File: config.mk
export PLATFORM = sky130hd
export DESIGN_NAME = router_reg_flat
export DESIGN_NICKNAME = d
export VERILOG_FILES = /design/src/rtl/router_reg_if.sv /design/src/rtl/router_reg.sv /design/src/flat_wrapper.sv
export SDC_FILE = /design/constraint.sdc
export NUM_CORES = 1
export LEC_CHECK = 0
export CAP_MARGIN = 20
export CELL_PAD_IN_SITES_DETAIL_PLACEMENT = 2
export CELL_PAD_IN_SITES_GLOBAL_PLACEMENT = 2
export CORE_UTILIZATION = 35
export DETAILED_ROUTE_END_ITERATION = 7
export HOLD_SLACK_MARGIN = 0.12
export PLACE_DENSITY = 0.92
export SLEW_MARGIN = 30
export SYNTH_ARGS = -nofsm -noshare
export SYNTH_HDL_FRONTEND = slang
export SYNTH_SLANG_ARGS = --single-unit
File: constraint.sdc
create_clock -name clock -period 2.2 [get_ports clock]
set_clock_uncertainty 0.15 [all_clocks]
set_input_delay 0.33 -clock clock [delete_from_list [all_inputs] [get_ports clock]]
set_output_delay 0.33 -clock clock [all_outputs]
set_load 0.005 [all_outputs]
File: src/rtl/router_reg_if.sv
// Bus between the router control FSM / source / FIFO side and the router_reg datapath stage.
// master = FSM/source/FIFO side (drives strobes and bytes), slave = router_reg.
interface router_reg_if #(
  parameter int DATA_WIDTH = 8
);
  // pkt_valid/data_in are consumed on any posedge where an FSM strobe selects them;
  // there is no ready: the FSM stalls the source itself while fifo_full is high.
  logic                  pkt_valid;
  logic [DATA_WIDTH-1:0] data_in;
  logic                  fifo_full;
  logic                  detect_add;
  logic                  ld_state;
  logic                  laf_state;
  logic                  lfd_state;
  logic                  full_state;
  logic                  rst_int_reg;
  logic                  parity_done;
  logic                  low_packet_valid;
  logic                  err;
  logic [DATA_WIDTH-1:0] dout;

  modport master (
    output pkt_valid, data_in, fifo_full, detect_add, ld_state, laf_state,
           lfd_state, full_state, rst_int_reg,
    input  parity_done, low_packet_valid, err, dout
  );

  modport slave (
    input  pkt_valid, data_in, fifo_full, detect_add, ld_state, laf_state,
           lfd_state, full_state, rst_int_reg,
    output parity_done, low_packet_valid, err, dout
  );
endinterface

File: src/rtl/router_reg.sv
// Router datapath register stage: header latch, full-stall hold byte, running parity and error flag.
// Optional saturating parity-error counter enabled by defining ROUTER_REG_ERR_CNT_EN.
module router_reg #(
  parameter int DATA_WIDTH = 8
`ifdef ROUTER_REG_ERR_CNT_EN
  , parameter int ERR_CNT_W = 8
`endif
) (
  input  logic            clock,
  input  logic            resetn,
  router_reg_if.slave     bus
`ifdef ROUTER_REG_ERR_CNT_EN
  , output logic [ERR_CNT_W-1:0] err_cnt
`endif
);

  logic [DATA_WIDTH-1:0] hdr_q, hdr_d;
  logic [DATA_WIDTH-1:0] hold_q, hold_d;
  logic [DATA_WIDTH-1:0] dout_q, dout_d;
  logic [DATA_WIDTH-1:0] int_par_q, int_par_d;
  logic [DATA_WIDTH-1:0] pkt_par_q, pkt_par_d;
  logic                  lpv_q, lpv_d;
  logic                  pd_q, pd_d;
  logic                  err_q, err_d;
  logic                  mismatch;

  assign mismatch = (int_par_q != pkt_par_q);

  always_comb begin
    hdr_d     = hdr_q;
    hold_d    = hold_q;
    dout_d    = dout_q;
    int_par_d = int_par_q;
    pkt_par_d = pkt_par_q;
    lpv_d     = lpv_q;
    pd_d      = pd_q;
    err_d     = err_q;

    // Address 2'b11 is not a valid destination, so such a header is never latched.
    if (bus.detect_add && bus.pkt_valid && (bus.data_in[1:0] != 2'b11))
      hdr_d = bus.data_in;

    if (bus.lfd_state)
      dout_d = hdr_q;
    else if (bus.ld_state && !bus.fifo_full)
      dout_d = bus.data_in;
    else if (bus.ld_state)
      hold_d = bus.data_in;
    else if (bus.laf_state)
      dout_d = hold_q;
    else if (bus.full_state)
      dout_d = dout_q;

    // The parity byte itself (pkt_valid low) is stored, never folded into int_par.
    if (bus.detect_add)
      int_par_d = '0;
    else if (bus.lfd_state)
      int_par_d = int_par_q ^ hdr_q;
    else if (bus.ld_state && bus.pkt_valid)
      int_par_d = int_par_q ^ bus.data_in;

    if (bus.detect_add)
      pkt_par_d = '0;
    else if (bus.ld_state && !bus.pkt_valid)
      pkt_par_d = bus.data_in;

    if (bus.rst_int_reg)
      lpv_d = 1'b0;
    else if (bus.ld_state && !bus.pkt_valid)
      lpv_d = 1'b1;

    if (bus.detect_add)
      pd_d = 1'b0;
    else if (bus.ld_state && !bus.fifo_full && !bus.pkt_valid)
      pd_d = 1'b1;
    else if (bus.laf_state && lpv_q && !pd_q)
      pd_d = 1'b1;

    // err stays up until the next header so the FSM/host can observe it.
    if (bus.detect_add && bus.pkt_valid)
      err_d = 1'b0;
    else if (bus.rst_int_reg && !bus.detect_add)
      err_d = mismatch;
  end

  always_ff @(posedge clock) begin
    if (!resetn) begin
      hdr_q     <= '0;
      hold_q    <= '0;
      dout_q    <= '0;
      int_par_q <= '0;
      pkt_par_q <= '0;
      lpv_q     <= 1'b0;
      pd_q      <= 1'b0;
      err_q     <= 1'b0;
    end else begin
      hdr_q     <= hdr_d;
      hold_q    <= hold_d;
      dout_q    <= dout_d;
      int_par_q <= int_par_d;
      pkt_par_q <= pkt_par_d;
      lpv_q     <= lpv_d;
      pd_q      <= pd_d;
      err_q     <= err_d;
    end
  end

  assign bus.dout             = dout_q;
  assign bus.parity_done      = pd_q;
  assign bus.low_packet_valid = lpv_q;
  assign bus.err              = err_q;

`ifdef ROUTER_REG_ERR_CNT_EN
  logic [ERR_CNT_W-1:0] err_cnt_q, err_cnt_d;

  always_comb begin
    err_cnt_d = err_cnt_q;
    if (bus.rst_int_reg && !bus.detect_add && mismatch && (err_cnt_q != '1))
      err_cnt_d = err_cnt_q + 1'b1;
  end

  always_ff @(posedge clock) begin
    if (!resetn) err_cnt_q <= '0;
    else         err_cnt_q <= err_cnt_d;
  end

  assign err_cnt = err_cnt_q;
`endif

endmodule
File: src/flat_wrapper.sv
// flat-port wrapper written by rule: the top's interface ports become plain ports
module router_reg_flat 
#(
  parameter int DATA_WIDTH = 8

)
  (clock, resetn, bus_pkt_valid, bus_data_in, bus_fifo_full, bus_detect_add, bus_ld_state, bus_laf_state, bus_lfd_state, bus_full_state, bus_rst_int_reg, bus_parity_done, bus_low_packet_valid, bus_err, bus_dout);
  router_reg_if #(.DATA_WIDTH(DATA_WIDTH)) bus_i ();
  input  logic clock;
  input  logic resetn;
  input wire logic [$bits(bus_i.pkt_valid)-1:0] bus_pkt_valid;
  input wire logic [$bits(bus_i.data_in)-1:0] bus_data_in;
  input wire logic [$bits(bus_i.fifo_full)-1:0] bus_fifo_full;
  input wire logic [$bits(bus_i.detect_add)-1:0] bus_detect_add;
  input wire logic [$bits(bus_i.ld_state)-1:0] bus_ld_state;
  input wire logic [$bits(bus_i.laf_state)-1:0] bus_laf_state;
  input wire logic [$bits(bus_i.lfd_state)-1:0] bus_lfd_state;
  input wire logic [$bits(bus_i.full_state)-1:0] bus_full_state;
  input wire logic [$bits(bus_i.rst_int_reg)-1:0] bus_rst_int_reg;
  output wire logic [$bits(bus_i.parity_done)-1:0] bus_parity_done;
  output wire logic [$bits(bus_i.low_packet_valid)-1:0] bus_low_packet_valid;
  output wire logic [$bits(bus_i.err)-1:0] bus_err;
  output wire logic [$bits(bus_i.dout)-1:0] bus_dout;
  assign bus_i.pkt_valid = bus_pkt_valid;
  assign bus_i.data_in = bus_data_in;
  assign bus_i.fifo_full = bus_fifo_full;
  assign bus_i.detect_add = bus_detect_add;
  assign bus_i.ld_state = bus_ld_state;
  assign bus_i.laf_state = bus_laf_state;
  assign bus_i.lfd_state = bus_lfd_state;
  assign bus_i.full_state = bus_full_state;
  assign bus_i.rst_int_reg = bus_rst_int_reg;
  assign bus_parity_done = bus_i.parity_done;
  assign bus_low_packet_valid = bus_i.low_packet_valid;
  assign bus_err = bus_i.err;
  assign bus_dout = bus_i.dout;
  router_reg #(.DATA_WIDTH(DATA_WIDTH)) u_core (.clock(clock), .resetn(resetn), .bus(bus_i));
endmodule
==> out/metrics.cfg, run 1 <==
[drt]
drt-wirelength-per-cell_um=19.8
detailedRoute.firstPassIterationCount=4
drt_first_iter_violations=98
route.detailed.vias_per_inst=5.57
num_vias=1859
detail-route-antenna-nets=0
remaining_drc_errors=0
postRouteWirelength_mm=6.60

[layout]
fillCellCount=625
ff_latch_area_um2=861
layout-area-overhead-vs-synth_pct=20.9
n_antenna_cell=0
final_nets=281
multi_input_area_um2=1110
drive_gt1_share_pct=8.02
finalCoreUtilization_pct=45.0

[setup_path]
worst-path-max-fanout=8
reg2reg_setup_slack_ns=0.89
r2r_cells=3
endpoint_kind=flip-flop
cp.arrival_ns=1.89
timing.critical_path.from_type=input port
r2r_end=u_core.bus.err
path_class=input port to flip-flop
crit_end=u_core.bus.dout[3]
worst_flop_to_flop_path_startpoint=u_core.pkt_par_q[2]
crit_required_ns=2.19
cp-startpoint=bus_fifo_full

[sta]
timing_worst_slew_pin_value_ns=0.744
worst_max_slew_margin_expressed_relative_to_the_limit_pct=50.1
timing.fmax_mhz=529
finalSetupViolCount=0
finalCritPeriodShare_pct=86.0
postLayoutSetupSlackWorst_ns=0.308
timing_hold_violations_final=0
whs_ns=0.326
final_max_slew_viol_count=0
setup_repair_after_global_routing_missed_its_margin=false
tns_ns=0
timing.final.crit_period_ns=1.89

[global_route]
globalRouteOverflowTotal=0
vias_in_the_first_global_route=2124
antenna_found_initial=0
global_route_wire_length_before_repair_mm=11.2
largest_net_degree_at_the_start_of_global_routing=21
grtUsageTotal_pct=23.7

[yosys]
mappedNetlistNets=253
post-synth-top-count-cell=sky130_fd_sc_hd__dfxtp_1
synthesis.area_um2=2100
ys_top_cells_by_area=sky130_fd_sc_hd__dfxtp_1 (41%), sky130_fd_sc_hd__and3b_1 (6.3%), sky130_fd_sc_hd__nor2b_1 (5.4%)
synth_enable_flop_cells=0
yosysWarningCount=0
synth_sequential_area_ratio_pct=41.0
postSynthRegisterBits=43
post_synth_top_area_cell=sky130_fd_sc_hd__dfxtp_1
syn_area_per_cell_um2=8.93
synth_async_sr_flop_share_pct=0
ranking_of_synthesized_cells_by_instance_count=sky130_fd_sc_hd__dfxtp_1 (43), sky130_fd_sc_hd__nand2_1 (27), sky130_fd_sc_hd__nor2b_1 (18)
synth_top_area_share_pct=41.0
synth_ff_type=sky130_fd_sc_hd__dfxtp_1
netlist-cell-type-count=31
post_synth_inst_count=235

[cts]
cts_max_level=2
cts_setup_buffers=0
clk-insertion-delay-late_ns=0.29
worst_setup_hold_path_clk_slew_ns=0.07
cts_buffers=5
postCtsResizedCells=0
clk_root_buffer_cell=sky130_fd_sc_hd__clkbuf_8
cts_buffer_depth=2
postCtsHoldBufs=0
cts_sinks=43
cts_tree=yes

[die]
core_area_um2=5640
floorplan.io_pins=29
num_rows=27
initial_utilization_pct=37.2
chipHeight_um=79.4
die_area_um2=6310
fp.dieW_um=79.4

[placed_design]
dp.final_hpwl_mm=4.64
pre_cts_slack_ns=0.0220
port_buffers=27
place.gp.congestion=0.735

[flow_run]
drv.max_cap_violation_count=0

[pwr]
peakVddDrop_uv=367
power.density_nw_per_um2=612
total_leakage_power_nw=0.917

[status]
run_status=finished clean

[min_path]
hold_class=flip-flop to flip-flop

[cells by family after synthesis]
group | Yosys count | share of synthesized area [%]
xor+xnor | 8 | 3.34
simple gates | 98 | 28.2
buf+inv | 27 | 6.02
mux | 8 | 3.82
flops | 43 | 41.0
compound gates | 51 | 17.6
[flip-flops by register name, summed over array words and instances, names as in the netlist]
register and cells:
u_core.pkt_par_q 8, u_core.bus.dout 8, u_core.int_par_q 8, u_core.bus.err 1, u_core.hold_q 8, u_core.bus.parity_done 1
u_core.hdr_q 8, u_core.bus.low_packet_valid 1
[cell type report]
class | count | area share [%]
multi-input cells | 165 | 43.8
inverters | 10 | 1.48
flip-flops and latches | 43 | 33.9
clock buffers | 6 | 2.86
repair buffers | 38 | 14.4
well taps | 72 | 3.55
[critical path: stages]
cell and delay [ns]:
sky130_fd_sc_hd__clkdlybuf4s50_1 0.61, sky130_fd_sc_hd__nor2b_4 0.07, sky130_fd_sc_hd__o31ai_2 0.65, sky130_fd_sc_hd__o32ai_1 0.22
[metrics by stage]
| stage | std cells | power [mW] | area [um2] |
|---|---|---|---|
| CTS | 334 | 1.57 | 2540 |
| finish | 334 | 1.55 | 2540 |
| floorplan | 235 | 0.976 | 2100 |
| global route | 334 | 1.64 | 2540 |
| detailed placement | 328 | 1.10 | 2460 |
| global placement | 328 | 1.08 | 2460 |
[layer usage]
metal	GRT usage, %	vias to the layer above	share of wire (%)	wire [um]
met5	0	-	0	0
met4	7.64	0	1.6	107
met3	4.00	11	2.3	151
met2	44.1	32	53	3530
met1	27.0	932	43	2810
li1	-	884	-	-
[power by group]
group | total, mW | switching (mW) | internal, mW | leakage, nW
Clock | 0.466 | 0.254 | 0.212 | 0.0371
Sequential | 0.829 | 0.0212 | 0.808 | 0.350
Combinational | 0.257 | 0.133 | 0.124 | 0.530
Total | 1.55 | 0.409 | 1.14 | 0.917
[how the worst min path moves through the flow]
stage / start / end / slack, ns / cells after the start
floorplan: bus_rst_int_reg / u_core.bus.low_packet_valid / 0.26 / 1
global placement: u_core.bus.dout[3] / u_core.bus.dout[3] / 0.29 / 2
detailed placement: u_core.bus.dout[2] / u_core.bus.dout[2] / 0.31 / 2
CTS: u_core.bus.dout[2] / u_core.bus.dout[2] / 0.33 / 2
global route: u_core.bus.dout[2] / u_core.bus.dout[2] / 0.34 / 2
finish: u_core.bus.dout[2] / u_core.bus.dout[2] / 0.33 / 2
[cells in the final DEF (no fill, tap or decap), types with 9 or more instances in the layout]
cell,n
sky130_fd_sc_hd__nand2_1,27
sky130_fd_sc_hd__nor2b_1,18
sky130_fd_sc_hd__inv_1,10
sky130_fd_sc_hd__a21oi_1,10
sky130_fd_sc_hd__buf_4,10
sky130_fd_sc_hd__dfxtp_1,43
sky130_fd_sc_hd__and3b_1,15
sky130_fd_sc_hd__a21boi_0,13
sky130_fd_sc_hd__clkdlybuf4s50_1,27
sky130_fd_sc_hd__nand3_1,9
(Power assumes the default switching activity.)
==> run 2, diff against run 1 <==
Settings changed: GPL_TIMING_DRIVEN set to 0, SLEW_MARGIN 30 to 20.
==> run 2 against run 1 <==
  * Maximum frequency barely moved
  * Sequential share of layout area barely moved
  * First-iteration DRC count fell by 48%
  * Flip-flop and latch count did not move
  * Non-clock buffer count rose by 6
  * Via count rose by 1.4%
  * Final area barely moved
  * Critical endpoint is now u_core.int_par_q[6]
  * Largest power group unchanged
==> out/metrics.cfg, run 2 (synthesis results as in run 1) <==
[cts]
cts_setup_buffers=0  ; unchanged
cts_tree=yes  ; unchanged
postCtsResizedCells=0  ; unchanged
cts_buffers=5  ; unchanged
clk_root_buffer_cell=sky130_fd_sc_hd__clkbuf_8  ; unchanged
cts_max_level=2  ; unchanged
clk-insertion-delay-late_ns=0.30  ; was 0.29 ns
postCtsHoldBufs=0  ; unchanged
cts_sinks=43  ; unchanged
cts_buffer_depth=2  ; unchanged
worst_setup_hold_path_clk_slew_ns=0.09  ; was 0.07 ns

[setup_path]
path_class=input port to flip-flop  ; unchanged
cp.arrival_ns=1.92  ; was 1.89 ns
cp.buffers_inverters=2  ; was 1
r2r_cells=3  ; unchanged
timing.critical_path.from_type=input port  ; unchanged
crit_required_ns=2.23  ; was 2.19 ns
worst-path-stages=5  ; was 4
crit_family=buffers and inverters  ; was compound AO/OA/AOI/OAI gates
worst_path_max_delay_cell=sky130_fd_sc_hd__clkdlybuf4s50_1  ; was sky130_fd_sc_hd__o31ai_2
crit_chain=clkdlybuf4s50_1 -> clkbuf_1 -> nand4b_1 -> nand3_1 -> nor3b_1  ; was clkdlybuf4s50_1 -> nor2b_4 -> o31ai_2 -> o32ai_1
cpPeakStageDelay_ns=0.71  ; was 0.65 ns
endpoint_kind=flip-flop  ; unchanged
worst-path-max-fanout=10  ; was 8

[pwr]
total_leakage_power_nw=0.915  ; was 0.917 nW
total_switching_power_mw=0.439  ; was 0.409 mW
power.switching_fraction_pct=27.6  ; was 26.3%
clockPowerShare_pct=32.4  ; was 30.0%
p_comb_share_pct=15.6  ; was 16.6%
power.internal_mw=1.15  ; was 1.14 mW
power.density_nw_per_um2=626  ; was 612 nW/um2
power_frac_seq_pct=52.1  ; was 53.4%
peakVddDrop_uv=248  ; was 367 uV

[layout]
finalCoreUtilization_pct=45.0  ; about the same
final_nets=287  ; was 281
multi_input_area_um2=1110  ; unchanged
fillCellCount=618  ; was 625
n_antenna_cell=0  ; unchanged
drive_gt1_share_pct=7.78  ; was 8.02%
final_cell_mix=sky130_fd_sc_hd__dfxtp_1 (43), sky130_fd_sc_hd__nand2_1 (27), sky130_fd_sc_hd__clkdlybuf4s50_1 (27)  ; unchanged
ff_latch_area_um2=861  ; unchanged
layout-area-overhead-vs-synth_pct=21.0  ; was 20.9%
mostFrequentLayoutCell=sky130_fd_sc_hd__dfxtp_1  ; unchanged
fin_area_um2=2540  ; about the same

[die]
fp.dieW_um=79.4  ; unchanged
initial_utilization_pct=37.2  ; unchanged
die_area_um2=6310  ; unchanged
chipHeight_um=79.4  ; unchanged
num_rows=27  ; unchanged
floorplan.io_pins=29  ; unchanged
core_area_um2=5640  ; unchanged

[sta]
worst_max_slew_margin_expressed_relative_to_the_limit_pct=54.2  ; was 50.1%
timing.final.crit_period_ns=1.89  ; about the same
finalSetupViolCount=0  ; unchanged
tns_ns=0  ; unchanged
setup_repair_after_global_routing_missed_its_margin=false  ; unchanged
timing_worst_slew_pin_value_ns=0.683  ; was 0.744 ns
timing_hold_violations_final=0  ; unchanged
finalCritPeriodShare_pct=86.0  ; about the same
final_max_slew_viol_count=0  ; unchanged
timing.fmax_mhz=529  ; about the same

[global_route]
vias_in_the_first_global_route=2122  ; was 2124
global_route_wire_length_before_repair_mm=10.5  ; was 11.2 mm
antenna_found_initial=0  ; unchanged
largest_net_degree_at_the_start_of_global_routing=13  ; was 21
globalRouteOverflowTotal=0  ; unchanged
grtUsageTotal_pct=21.9  ; was 23.7%

[placed_design]
place.gp.congestion=0.754  ; was 0.735
placement.cell_area_um2=2460  ; about the same
port_buffers=27  ; unchanged
dp.final_hpwl_mm=4.57  ; was 4.64 mm

[drt]
drt_first_iter_violations=51  ; was 98
route.detailed.vias_per_inst=5.51  ; was 5.57
remaining_drc_errors=0  ; unchanged
num_vias=1885  ; was 1859
detail-route-antenna-nets=0  ; unchanged
detailedRoute.firstPassIterationCount=4  ; unchanged
drt-wirelength-per-cell_um=18.3  ; was 19.8 um
postRouteWirelength_mm=6.24  ; was 6.60 mm

[min_path]
cells_on_worst_hold_path=2  ; unchanged
hold_class=flip-flop to flip-flop  ; unchanged

[flow_run]
drv.max_cap_violation_count=0  ; unchanged

[status]
run_status=finished clean  ; unchanged

-- run 2: changes by cell type in the layout (fill, tap and decap cells not counted), sizes merged --
| cell | previous run | this run |
|---|---|---|
| clkbuf | 6 | 14 |
| clkinv | 0 | 1 |
| buf | 11 | 10 |
-- run 2: cell type report --
type                            instances  share of cell area, %
Multi-Input combinational cell        165                   43.7
Sequential cell                        43                   33.9
Timing Repair Buffer                   27                   10.6
Tap cell                               72                   3.55
Buffer                                 17                   3.50
Clock buffer                            7                   3.00
Inverter                               10                   1.48
Clock inverter                          1                  0.197
-- run 2: power by group through the flow --
stage          Clock [mW]  Combinational, mW  Sequential [mW]
2_1_floorplan           0              0.134            0.842
3_3_place_gp            0              0.238            0.844
3_5_place_dp            0              0.248            0.846
4_1_cts             0.522              0.251            0.828
5_1_grt             0.555              0.272            0.832
6_report            0.515              0.248            0.828
-- run 2: metrics by stage --
stage	power, mW	hold WS [ns]	instances	worst slack, ns
floorplan	0.976	0.256	235	0.784
global placement	1.08	0.294	334	0.0666
detailed placement	1.09	0.305	334	0.00936
CTS	1.60	0.320	342	0.298
global route	1.66	0.338	342	0.148
finish	1.59	0.315	342	0.308
-- run 2: layer usage --
| layer | global-route usage (%) | vias up | wire [um] |
|---|---|---|---|
| met5 | 0 | - | 0 |
| met4 | 4.55 | 0 | 49 |
| met3 | 3.89 | 6 | 241 |
| met2 | 39.6 | 39 | 3210 |
| met1 | 27.0 | 945 | 2750 |
| li1 | - | 895 | - |
-- run 2: final timing paths --
path | slack [ns] | endpoint | start
setup / recovery | 0.31 | u_core.int_par_q[6] | bus_lfd_state
hold / removal | 0.32 | u_core.bus.dout[4] | u_core.bus.dout[4]
setup reg to reg | 0.91 | u_core.bus.err | u_core.int_par_q[1]
hold reg to reg | 0.32 | u_core.bus.dout[4] | u_core.bus.dout[4]
-- run 2: worst reg2reg max path: stages (launching register included) --
cell and delay (ns):
sky130_fd_sc_hd__dfxtp_1 0.38, sky130_fd_sc_hd__xnor2_1 0.15, sky130_fd_sc_hd__nand4_1 0.18, sky130_fd_sc_hd__o311a_1 0.32
